$ cat src/rtl/mips_pkg.sv
// mips_pkg: shared definitions for the boot sequencer slice.
// Holds the sequencer state encoding, the default word size in bytes and a
// helper that derives the byte stride of a word from its bit width.
package mips_pkg;

  typedef enum logic [2:0] {
    ST_IDLE   = 3'd0,
    ST_LOAD   = 3'd1,
    ST_RUN    = 3'd2,
    ST_SETTLE = 3'd3,
    ST_CHECK  = 3'd4,
    ST_DONE   = 3'd5
  } state_t;

  // Byte stride between consecutive instruction words of the given width.
  function automatic int unsigned word_bytes(input int unsigned data_width);
    return data_width / 32'd8;
  endfunction

  // Stride for the default 32-bit MIPS word.
  localparam int unsigned WORD_BYTES = word_bytes(32'd32);

endpackage

$ cat src/rtl/mips_boot_sequencer_if.sv
// mips_boot_sequencer_if: bus bundle between the boot sequencer and its
// environment.
// Signals: program stream (prog_valid/prog_data/prog_ready), instruction
// memory write port (inst_memory_*), data memory check port
// (data_memory_addr out, data_memory_read_data combinational back).
// Modports: slave = the sequencer, master = program source and memories.
interface mips_boot_sequencer_if #(
  parameter int DATA_WIDTH = 32,
  parameter int ADDR_WIDTH = 32
) ();

  logic                  prog_valid;
  logic [DATA_WIDTH-1:0] prog_data;
  logic                  prog_ready;
  logic                  inst_memory_load_enable;
  logic [ADDR_WIDTH-1:0] inst_memory_write_addr;
  logic [DATA_WIDTH-1:0] inst_memory_write_data;
  logic [ADDR_WIDTH-1:0] data_memory_addr;
  logic [DATA_WIDTH-1:0] data_memory_read_data;

  modport slave (
    input  prog_valid, prog_data, data_memory_read_data,
    output prog_ready, inst_memory_load_enable, inst_memory_write_addr,
           inst_memory_write_data, data_memory_addr
  );

  modport master (
    output prog_valid, prog_data, data_memory_read_data,
    input  prog_ready, inst_memory_load_enable, inst_memory_write_addr,
           inst_memory_write_data, data_memory_addr
  );

endinterface

$ cat src/rtl/mips_cycle_counter.sv
// mips_cycle_counter: down-counter that times the RUN phase.
// Ports: clk, reset (sync, active-high); load + load_value preset the count;
// enable decrements by one (wrapping); zero flags a count of zero.
module mips_cycle_counter #(
  parameter int CNT_WIDTH = 16
) (
  input  logic                 clk,
  input  logic                 reset,
  input  logic                 load,
  input  logic                 enable,
  input  logic [CNT_WIDTH-1:0] load_value,
  output logic                 zero
);

  logic [CNT_WIDTH-1:0] count_r;

  // Countdown register; a load takes precedence over a decrement.
  always_ff @(posedge clk) begin
    if (reset) begin
      count_r <= '0;
    end else if (load) begin
      count_r <= load_value;
    end else if (enable) begin
      count_r <= count_r - CNT_WIDTH'(1);
    end
  end

  assign zero = (count_r == '0);

endmodule

$ cat src/rtl/mips_boot_sequencer.sv
// mips_boot_sequencer: loads a program into instruction memory, releases the
// processor PC for a fixed number of cycles, then compares one data-memory
// word with an expected value.
// Ports: clk, reset (sync, active-high); start with prog_len, run_cycles,
// check_addr and expected (sampled when a start is accepted); bus carries
// the program stream and both memory ports; PC_reset holds the core in reset
// outside RUN; busy/done/pass/error report sequence status.
module mips_boot_sequencer
  import mips_pkg::*;
#(
  parameter int DATA_WIDTH = 32,
  parameter int ADDR_WIDTH = 32,
  parameter int MAX_WORDS  = 256,
  parameter int CNT_WIDTH  = 16
) (
  input  logic                           clk,
  input  logic                           reset,
  input  logic                           start,
  input  logic [$clog2(MAX_WORDS+1)-1:0] prog_len,
  input  logic [CNT_WIDTH-1:0]           run_cycles,
  input  logic [ADDR_WIDTH-1:0]          check_addr,
  input  logic [DATA_WIDTH-1:0]          expected,
  mips_boot_sequencer_if.slave           bus,
  output logic                           PC_reset,
  output logic                           busy,
  output logic                           done,
  output logic                           pass,
  output logic                           error
);

  localparam int          LEN_WIDTH = $clog2(MAX_WORDS + 1);
  localparam int unsigned STEP      = word_bytes(DATA_WIDTH);

  state_t                state_r, state_s;
  logic [LEN_WIDTH-1:0]  prog_len_r, count_r;
  logic [CNT_WIDTH-1:0]  run_cycles_r;
  logic [ADDR_WIDTH-1:0] check_addr_r, addr_r;
  logic [DATA_WIDTH-1:0] expected_r;
  logic                  done_r, pass_r, error_r;

  logic                  start_ok_s, too_long_s, prog_ready_s, xfer_s, last_xfer_s;
  logic                  cnt_load_s, cnt_zero_s;
  logic [CNT_WIDTH-1:0]  cnt_load_value_s;

  // A start is only honoured when no sequence is in flight.
  assign start_ok_s  = start && ((state_r == ST_IDLE) || (state_r == ST_DONE));
  assign too_long_s  = (prog_len > LEN_WIDTH'(MAX_WORDS));
  // Reset suppresses the handshake in its own cycle so no write escapes it.
  assign prog_ready_s = (state_r == ST_LOAD) && !reset;
  assign xfer_s       = prog_ready_s && bus.prog_valid;
  assign last_xfer_s  = xfer_s && ((count_r + LEN_WIDTH'(1)) == prog_len_r);

  // Next-state selection.
  always_comb begin
    state_s = state_r;
    case (state_r)
      ST_IDLE, ST_DONE: begin
        if (!start) begin
          state_s = state_r;
        end else if (too_long_s) begin
          state_s = ST_DONE;
        end else if (prog_len != '0) begin
          state_s = ST_LOAD;
        end else if (run_cycles != '0) begin
          state_s = ST_RUN;
        end else begin
          state_s = ST_SETTLE;
        end
      end
      ST_LOAD: begin
        if (!last_xfer_s) begin
          state_s = ST_LOAD;
        end else if (run_cycles_r != '0) begin
          state_s = ST_RUN;
        end else begin
          state_s = ST_SETTLE;
        end
      end
      ST_RUN: begin
        if (cnt_zero_s) begin
          state_s = ST_SETTLE;
        end else begin
          state_s = ST_RUN;
        end
      end
      ST_SETTLE: state_s = ST_CHECK;
      ST_CHECK:  state_s = ST_DONE;
      default:   state_s = ST_IDLE;
    endcase
  end

  // The counter is preset to N-1 on entry to RUN so that RUN spans N cycles
  // and ends on the cycle the count reads zero.
  assign cnt_load_s       = (state_s == ST_RUN) && (state_r != ST_RUN);
  assign cnt_load_value_s = (start_ok_s ? run_cycles : run_cycles_r) - CNT_WIDTH'(1);

  mips_cycle_counter #(.CNT_WIDTH(CNT_WIDTH)) u_run_counter (
    .clk        (clk),
    .reset      (reset),
    .load       (cnt_load_s),
    .enable     (state_r == ST_RUN),
    .load_value (cnt_load_value_s),
    .zero       (cnt_zero_s)
  );

  // State, latched sequence parameters, load pointer and status flags.
  always_ff @(posedge clk) begin
    if (reset) begin
      state_r      <= ST_IDLE;
      prog_len_r   <= '0;
      run_cycles_r <= '0;
      check_addr_r <= '0;
      expected_r   <= '0;
      count_r      <= '0;
      addr_r       <= '0;
      done_r       <= 1'b0;
      pass_r       <= 1'b0;
      error_r      <= 1'b0;
    end else begin
      state_r <= state_s;
      if (start_ok_s) begin
        prog_len_r   <= prog_len;
        run_cycles_r <= run_cycles;
        check_addr_r <= check_addr;
        expected_r   <= expected;
        count_r      <= '0;
        addr_r       <= '0;
        pass_r       <= 1'b0;
        done_r       <= too_long_s;
        error_r      <= too_long_s;
      end else begin
        if (xfer_s) begin
          count_r <= count_r + LEN_WIDTH'(1);
          addr_r  <= addr_r + ADDR_WIDTH'(STEP);
        end
        if (state_r == ST_CHECK) begin
          pass_r <= (bus.data_memory_read_data == expected_r);
          done_r <= 1'b1;
        end
      end
    end
  end

  assign bus.prog_ready              = prog_ready_s;
  assign bus.inst_memory_load_enable = xfer_s;
  assign bus.inst_memory_write_addr  = addr_r;
  assign bus.inst_memory_write_data  = xfer_s ? bus.prog_data : '0;
  assign bus.data_memory_addr        = ((state_r == ST_SETTLE) || (state_r == ST_CHECK))
                                       ? check_addr_r : '0;
  assign PC_reset = (state_r != ST_RUN);
  assign busy     = (state_r == ST_LOAD) || (state_r == ST_RUN) ||
                    (state_r == ST_SETTLE) || (state_r == ST_CHECK);
  assign done     = done_r;
  assign pass     = pass_r;
  assign error    = error_r;

endmodule
$ cat src/flat_wrapper.sv
// flat-port wrapper written by rule: the top's interface ports become plain ports
module mips_boot_sequencer_flat import mips_pkg::*;
#(
  parameter int DATA_WIDTH = 32,
  parameter int ADDR_WIDTH = 32,
  parameter int MAX_WORDS  = 256,
  parameter int CNT_WIDTH  = 16
)
  (clk, reset, start, prog_len, run_cycles, check_addr, expected, PC_reset, busy, done, pass, error, bus_prog_valid, bus_prog_data, bus_data_memory_read_data, bus_prog_ready, bus_inst_memory_load_enable, bus_inst_memory_write_addr, bus_inst_memory_write_data, bus_data_memory_addr);
  mips_boot_sequencer_if #(.DATA_WIDTH(DATA_WIDTH), .ADDR_WIDTH(ADDR_WIDTH)) bus_i ();
  input  logic clk;
  input  logic reset;
  input  logic start;
  input  logic [$clog2(MAX_WORDS+1)-1:0] prog_len;
  input  logic [CNT_WIDTH-1:0] run_cycles;
  input  logic [ADDR_WIDTH-1:0] check_addr;
  input  logic [DATA_WIDTH-1:0] expected;
  output logic PC_reset;
  output logic busy;
  output logic done;
  output logic pass;
  output logic error;
  input wire logic [$bits(bus_i.prog_valid)-1:0] bus_prog_valid;
  input wire logic [$bits(bus_i.prog_data)-1:0] bus_prog_data;
  input wire logic [$bits(bus_i.data_memory_read_data)-1:0] bus_data_memory_read_data;
  output wire logic [$bits(bus_i.prog_ready)-1:0] bus_prog_ready;
  output wire logic [$bits(bus_i.inst_memory_load_enable)-1:0] bus_inst_memory_load_enable;
  output wire logic [$bits(bus_i.inst_memory_write_addr)-1:0] bus_inst_memory_write_addr;
  output wire logic [$bits(bus_i.inst_memory_write_data)-1:0] bus_inst_memory_write_data;
  output wire logic [$bits(bus_i.data_memory_addr)-1:0] bus_data_memory_addr;
  assign bus_i.prog_valid = bus_prog_valid;
  assign bus_i.prog_data = bus_prog_data;
  assign bus_i.data_memory_read_data = bus_data_memory_read_data;
  assign bus_prog_ready = bus_i.prog_ready;
  assign bus_inst_memory_load_enable = bus_i.inst_memory_load_enable;
  assign bus_inst_memory_write_addr = bus_i.inst_memory_write_addr;
  assign bus_inst_memory_write_data = bus_i.inst_memory_write_data;
  assign bus_data_memory_addr = bus_i.data_memory_addr;
  mips_boot_sequencer #(.DATA_WIDTH(DATA_WIDTH), .ADDR_WIDTH(ADDR_WIDTH), .MAX_WORDS(MAX_WORDS), .CNT_WIDTH(CNT_WIDTH)) u_core (.clk(clk), .reset(reset), .start(start), .prog_len(prog_len), .run_cycles(run_cycles), .check_addr(check_addr), .expected(expected), .bus(bus_i), .PC_reset(PC_reset), .busy(busy), .done(done), .pass(pass), .error(error));
endmodule
$ cat config.mk
export PLATFORM = sky130hd
export DESIGN_NAME = mips_boot_sequencer_flat
export DESIGN_NICKNAME = d
export VERILOG_FILES = /design/src/rtl/mips_pkg.sv /design/src/rtl/mips_boot_sequencer_if.sv /design/src/rtl/mips_cycle_counter.sv /design/src/rtl/mips_boot_sequencer.sv /design/src/flat_wrapper.sv
export SDC_FILE = /design/constraint.sdc
export NUM_CORES = 1
export LEC_CHECK = 0
export CAP_MARGIN = 10
export CELL_PAD_IN_SITES_DETAIL_PLACEMENT = 0
export CELL_PAD_IN_SITES_GLOBAL_PLACEMENT = 1
export CORE_MARGIN = 4
export CORE_UTILIZATION = 30
export CTS_BUF_LIST = sky130_fd_sc_hd__clkbuf_16
export CTS_CLUSTER_DIAMETER = 30
export DETAILED_ROUTE_END_ITERATION = 8
export PLACE_DENSITY_LB_ADDON = 0.05
export SLEW_MARGIN = 5
export SYNTH_ARGS = -nofsm -noshare
export SYNTH_HDL_FRONTEND = slang
export SYNTH_SLANG_ARGS = --single-unit
$ cat constraint.sdc
create_clock -name clk -period 4.2 [get_ports clk]
set_input_delay 0.84 -clock clk [delete_from_list [all_inputs] [get_ports clk]]
set_output_delay 0.84 -clock clk [all_outputs]
set_load 0.01 [all_outputs]
==> flow_metrics.env <==
export IMPL_drc=0
export IMPL_fp_row_count=58
export IMPL_yosys_warnings=0
export IMPL_die_h_um=168
export IMPL_final_nets=1405
export IMPL_slowest_stage="clkdlybuf4s50_1"
export IMPL_hold_viol=0
export IMPL_register_area_um2=3000
export IMPL_sw_frac_of_total_pct=29.3
export IMPL_power_total_mw=3.81
export IMPL_die_w_um=168
export IMPL_cts_buffer_depth=2
export IMPL_worst_slack_ns=0.346
export IMPL_cap_violations=0
export IMPL_cts_setup_buffers=0
export IMPL_synth_distinct_cells=70
export IMPL_cts_tree="built"
export IMPL_reg2regPathDepth=17
export IMPL_antenna_found_initial=1
export IMPL_power_density_nw_per_um2=333
export IMPL_clk_pin_slew_worst_paths_ns=0.07
export IMPL_p_sw_mw=1.12
export IMPL_dp_hpwl_um=18700
export IMPL_ys_seq_area_share_pct=38.9
export IMPL_hold_end="u_core.check_addr_r[17]"
export IMPL_wirelength_um=25700
export IMPL_htreeDepth=4
export IMPL_reg2reg_from="u_core.count_r[0]"
export IMPL_skew_ns=0.0104
export IMPL_cts_root_buf="clkbuf_16"
export IMPL_synth_area_per_cell_um2=7.91
export IMPL_crit_path_end_kind="flip-flop"
export IMPL_worst_pin_slew_ns=0.907
export IMPL_drive_gt1_share_pct=8.51
export IMPL_cts_sinks=150
export IMPL_fill_cells=2599
export IMPL_seq_power_share_pct=40.8
export IMPL_max_freq_mhz=259
export IMPL_ant_nets=0
export IMPL_cpMostUsedCell="buf_4"
export IMPL_worstPathMaxFanout=3
export IMPL_layout_common_cells="256 x clkdlybuf4s50_1, 181 x nand2_1, 150 x dfxtp_1, 102 x a21oi_1, 79 x nor2_1"
export IMPL_p_leak_nw=4.38
export IMPL_netlist_area_um2=7710
export IMPL_pre_cts_ws_ns=-0.323
export IMPL_synth_edf_count=0
export IMPL_cp_cell_sequence="clkdlybuf4s50_1, nor4_4, buf_4, nand2_1, buf_4, or3_1, o21ai_0, nand2_1, buf_4, nand2b_1, nand2_1, ha_1, o211ai_1, buf_4, nor2_1, a21oi_1, a311oi_2, a2111oi_2"
export IMPL_dr_pass1_iters=5
export IMPL_post_route_util_pct=45.2
export IMPL_p_clk_share_pct=39.3
export IMPL_slew_violations=0
export IMPL_min_from="u_core.check_addr_r[17]"
export IMPL_intPower_mw=2.69
export IMPL_numPortBuffers=257
export IMPL_rr_endpoint="u_core.u_run_counter.count_r[8]"
export IMPL_async_reset_ff_share_pct=0
export IMPL_crit_type="primary input to flip-flop"
export IMPL_grt_max_degree=80
export IMPL_synthToLayoutAreaGrowth_pct=48.0
export IMPL_avgRoutedWirePerCell_um=16.2
export IMPL_period_share_pct=91.8
export IMPL_required_ns=4.52
export IMPL_grt_total_usage_pct=17.6
export IMPL_maxSlewHeadroom_pct=39.5
export IMPL_rsz0062_at_grt="false"
export IMPL_slowest_delay_ns=0.47
export IMPL_routabilityCongestion=0.820
export IMPL_fp_coreArea_um2=25300
export IMPL_first_iter_violations=492
export IMPL_netlist_instances=975
export IMPL_finalSetupViolations=0
export IMPL_synth_ff_type="dfxtp_1"
export IMPL_pwr_share_comb_pct=19.9
export IMPL_multiInputGateArea_um2=4400
export IMPL_antenna_cells=0
export IMPL_vias_per_cell=4.79
export IMPL_overflow=0
export IMPL_final_common_cell="clkdlybuf4s50_1"
export IMPL_first_global_vias=7288
export IMPL_arrival_ns=4.17
export IMPL_fin_hold_ws_ns=0.450
export IMPL_start_kind="primary input"
export IMPL_ys_ff_latch=150
export IMPL_start_util_pct=30.5
export IMPL_status="finished clean"
export IMPL_yosys_area_top_type_share_pct=38.9
export IMPL_hold_path_class="flip-flop to flip-flop"
export IMPL_route_vias_total=7606
export IMPL_insertion_delay_ns=0.43
export IMPL_synth_area_leader_cell="dfxtp_1"
export IMPL_ioPinCount=260
export IMPL_numCtsBuffers=17
export IMPL_fin_crit_ns=3.85
export IMPL_die_area_um2=28300
export IMPL_grt_pass1_wl_um=40200
export IMPL_synth_area_leaders="dfxtp_1 39%, nand2_1 8.9%, a21oi_1 6.6%"
export IMPL_whs_path_depth=2
export IMPL_r2r_slack_ns=0.45
export IMPL_vdd_drop_max_uv=177
==> layer usage <==
layer / track usage, % / vias to the layer above / part of all wire, %
met5: 0 / - / 0.051
met4: 4.13 / 2 / 1.1
met3: 6.46 / 20 / 7.6
met2: 27.9 / 167 / 46
met1: 22.8 / 3519 / 45
li1: - / 3898 / -
==> sequential cells by signal, summed over array words and instances (netlist names), 3 cells and up <==
signal and count:
u_core.bus.inst_memory_write_addr 30, u_core.expected_r 32, u_core.u_run_counter.count_r 16, u_core.state_r 3, u_core.prog_len_r 9, u_core.run_cycles_r 16
u_core.check_addr_r 32, u_core.count_r 9
==> worst max-delay path by stage <==
stage / end / startpoint / slack [ns] / cells past startpoint
floorplan: u_core.u_run_counter.count_r[14] / reset / 0.11 / 17
global placement: u_core.u_run_counter.count_r[14] / prog_len[1] / -0.27 / 17
detailed placement: u_core.u_run_counter.count_r[10] / prog_len[1] / -0.32 / 19
CTS: u_core.u_run_counter.count_r[10] / prog_len[1] / 0.11 / 19
global route: u_core.u_run_counter.count_r[8] / prog_len[1] / 0.03 / 18
finish: u_core.u_run_counter.count_r[8] / prog_len[1] / 0.35 / 18
==> power by group through the flow <==
stage,registers [mW],logic [mW],clock network [mW]
after floorplan,1.57,0.406,0
after global placement,1.58,0.765,0
after detailed placement,1.58,0.763,0
after CTS,1.55,0.766,1.55
after global routing,1.56,0.836,1.61
final,1.55,0.757,1.50
==> cells in the mapped netlist, drive strengths merged, types with 7 or more instances <==
library cell	count
nand2	182
dfxtp	150
a21oi	102
nor2	80
xor2	58
clkbuf	47
and2	41
and3	41
xnor2	28
nand3	22
nor4	20
nand4	17
nor3	17
o21ai	17
mux2i	16
buf	15
or3	12
a31oi	10
inv	10
o211ai	7
==> cell families after synthesis <==
logic type | synth area share (%)
AND/OR/NAND/NOR | 29.9
AO/OA/AOI/OAI | 14.3
flip-flops | 38.9
XOR/XNOR | 9.77
buffers and inverters | 4.46
multiplexers | 2.08
adder cells (fa/ha/maj) | 0.487
other | 0.0486
==> critical path, delay by kind of cell <==
family,cells,cell delay (ns)
fa+ha+maj,1,0.23
compound gates,5,0.81
simple gates,7,1.18
buf+inv,5,1.11
==> repair_timing <==
| item | in CTS | in global routing |
|---|---|---|
| hold buffers | 0 | 0 |
| gates resized for setup | 0 | 4 |
| endpoints found under the setup margin | 0 | 4 |
==> cell type report <==
| cell class | instances | share of cell area (%) |
|---|---|---|
| Clock inverter | 15 | 1.25 |
| Multi-Input combinational cell | 753 | 38.6 |
| Timing Repair Buffer | 313 | 26.2 |
| Inverter | 10 | 0.329 |
| Sequential cell | 150 | 26.3 |
| Clock buffer | 17 | 3.73 |
| Tap cell | 330 | 3.62 |
==> stage by stage <==
stage          cells  cell area (µm²)  TNS [ns]
6_report        1588            11400         0
3_5_place_dp    1556            10800     -1.58
2_1_floorplan    976             7710         0
4_1_cts         1588            11400         0
3_3_place_gp    1556            10800     -1.25
5_1_grt         1588            11400         0
(Power assumes the default switching activity.)
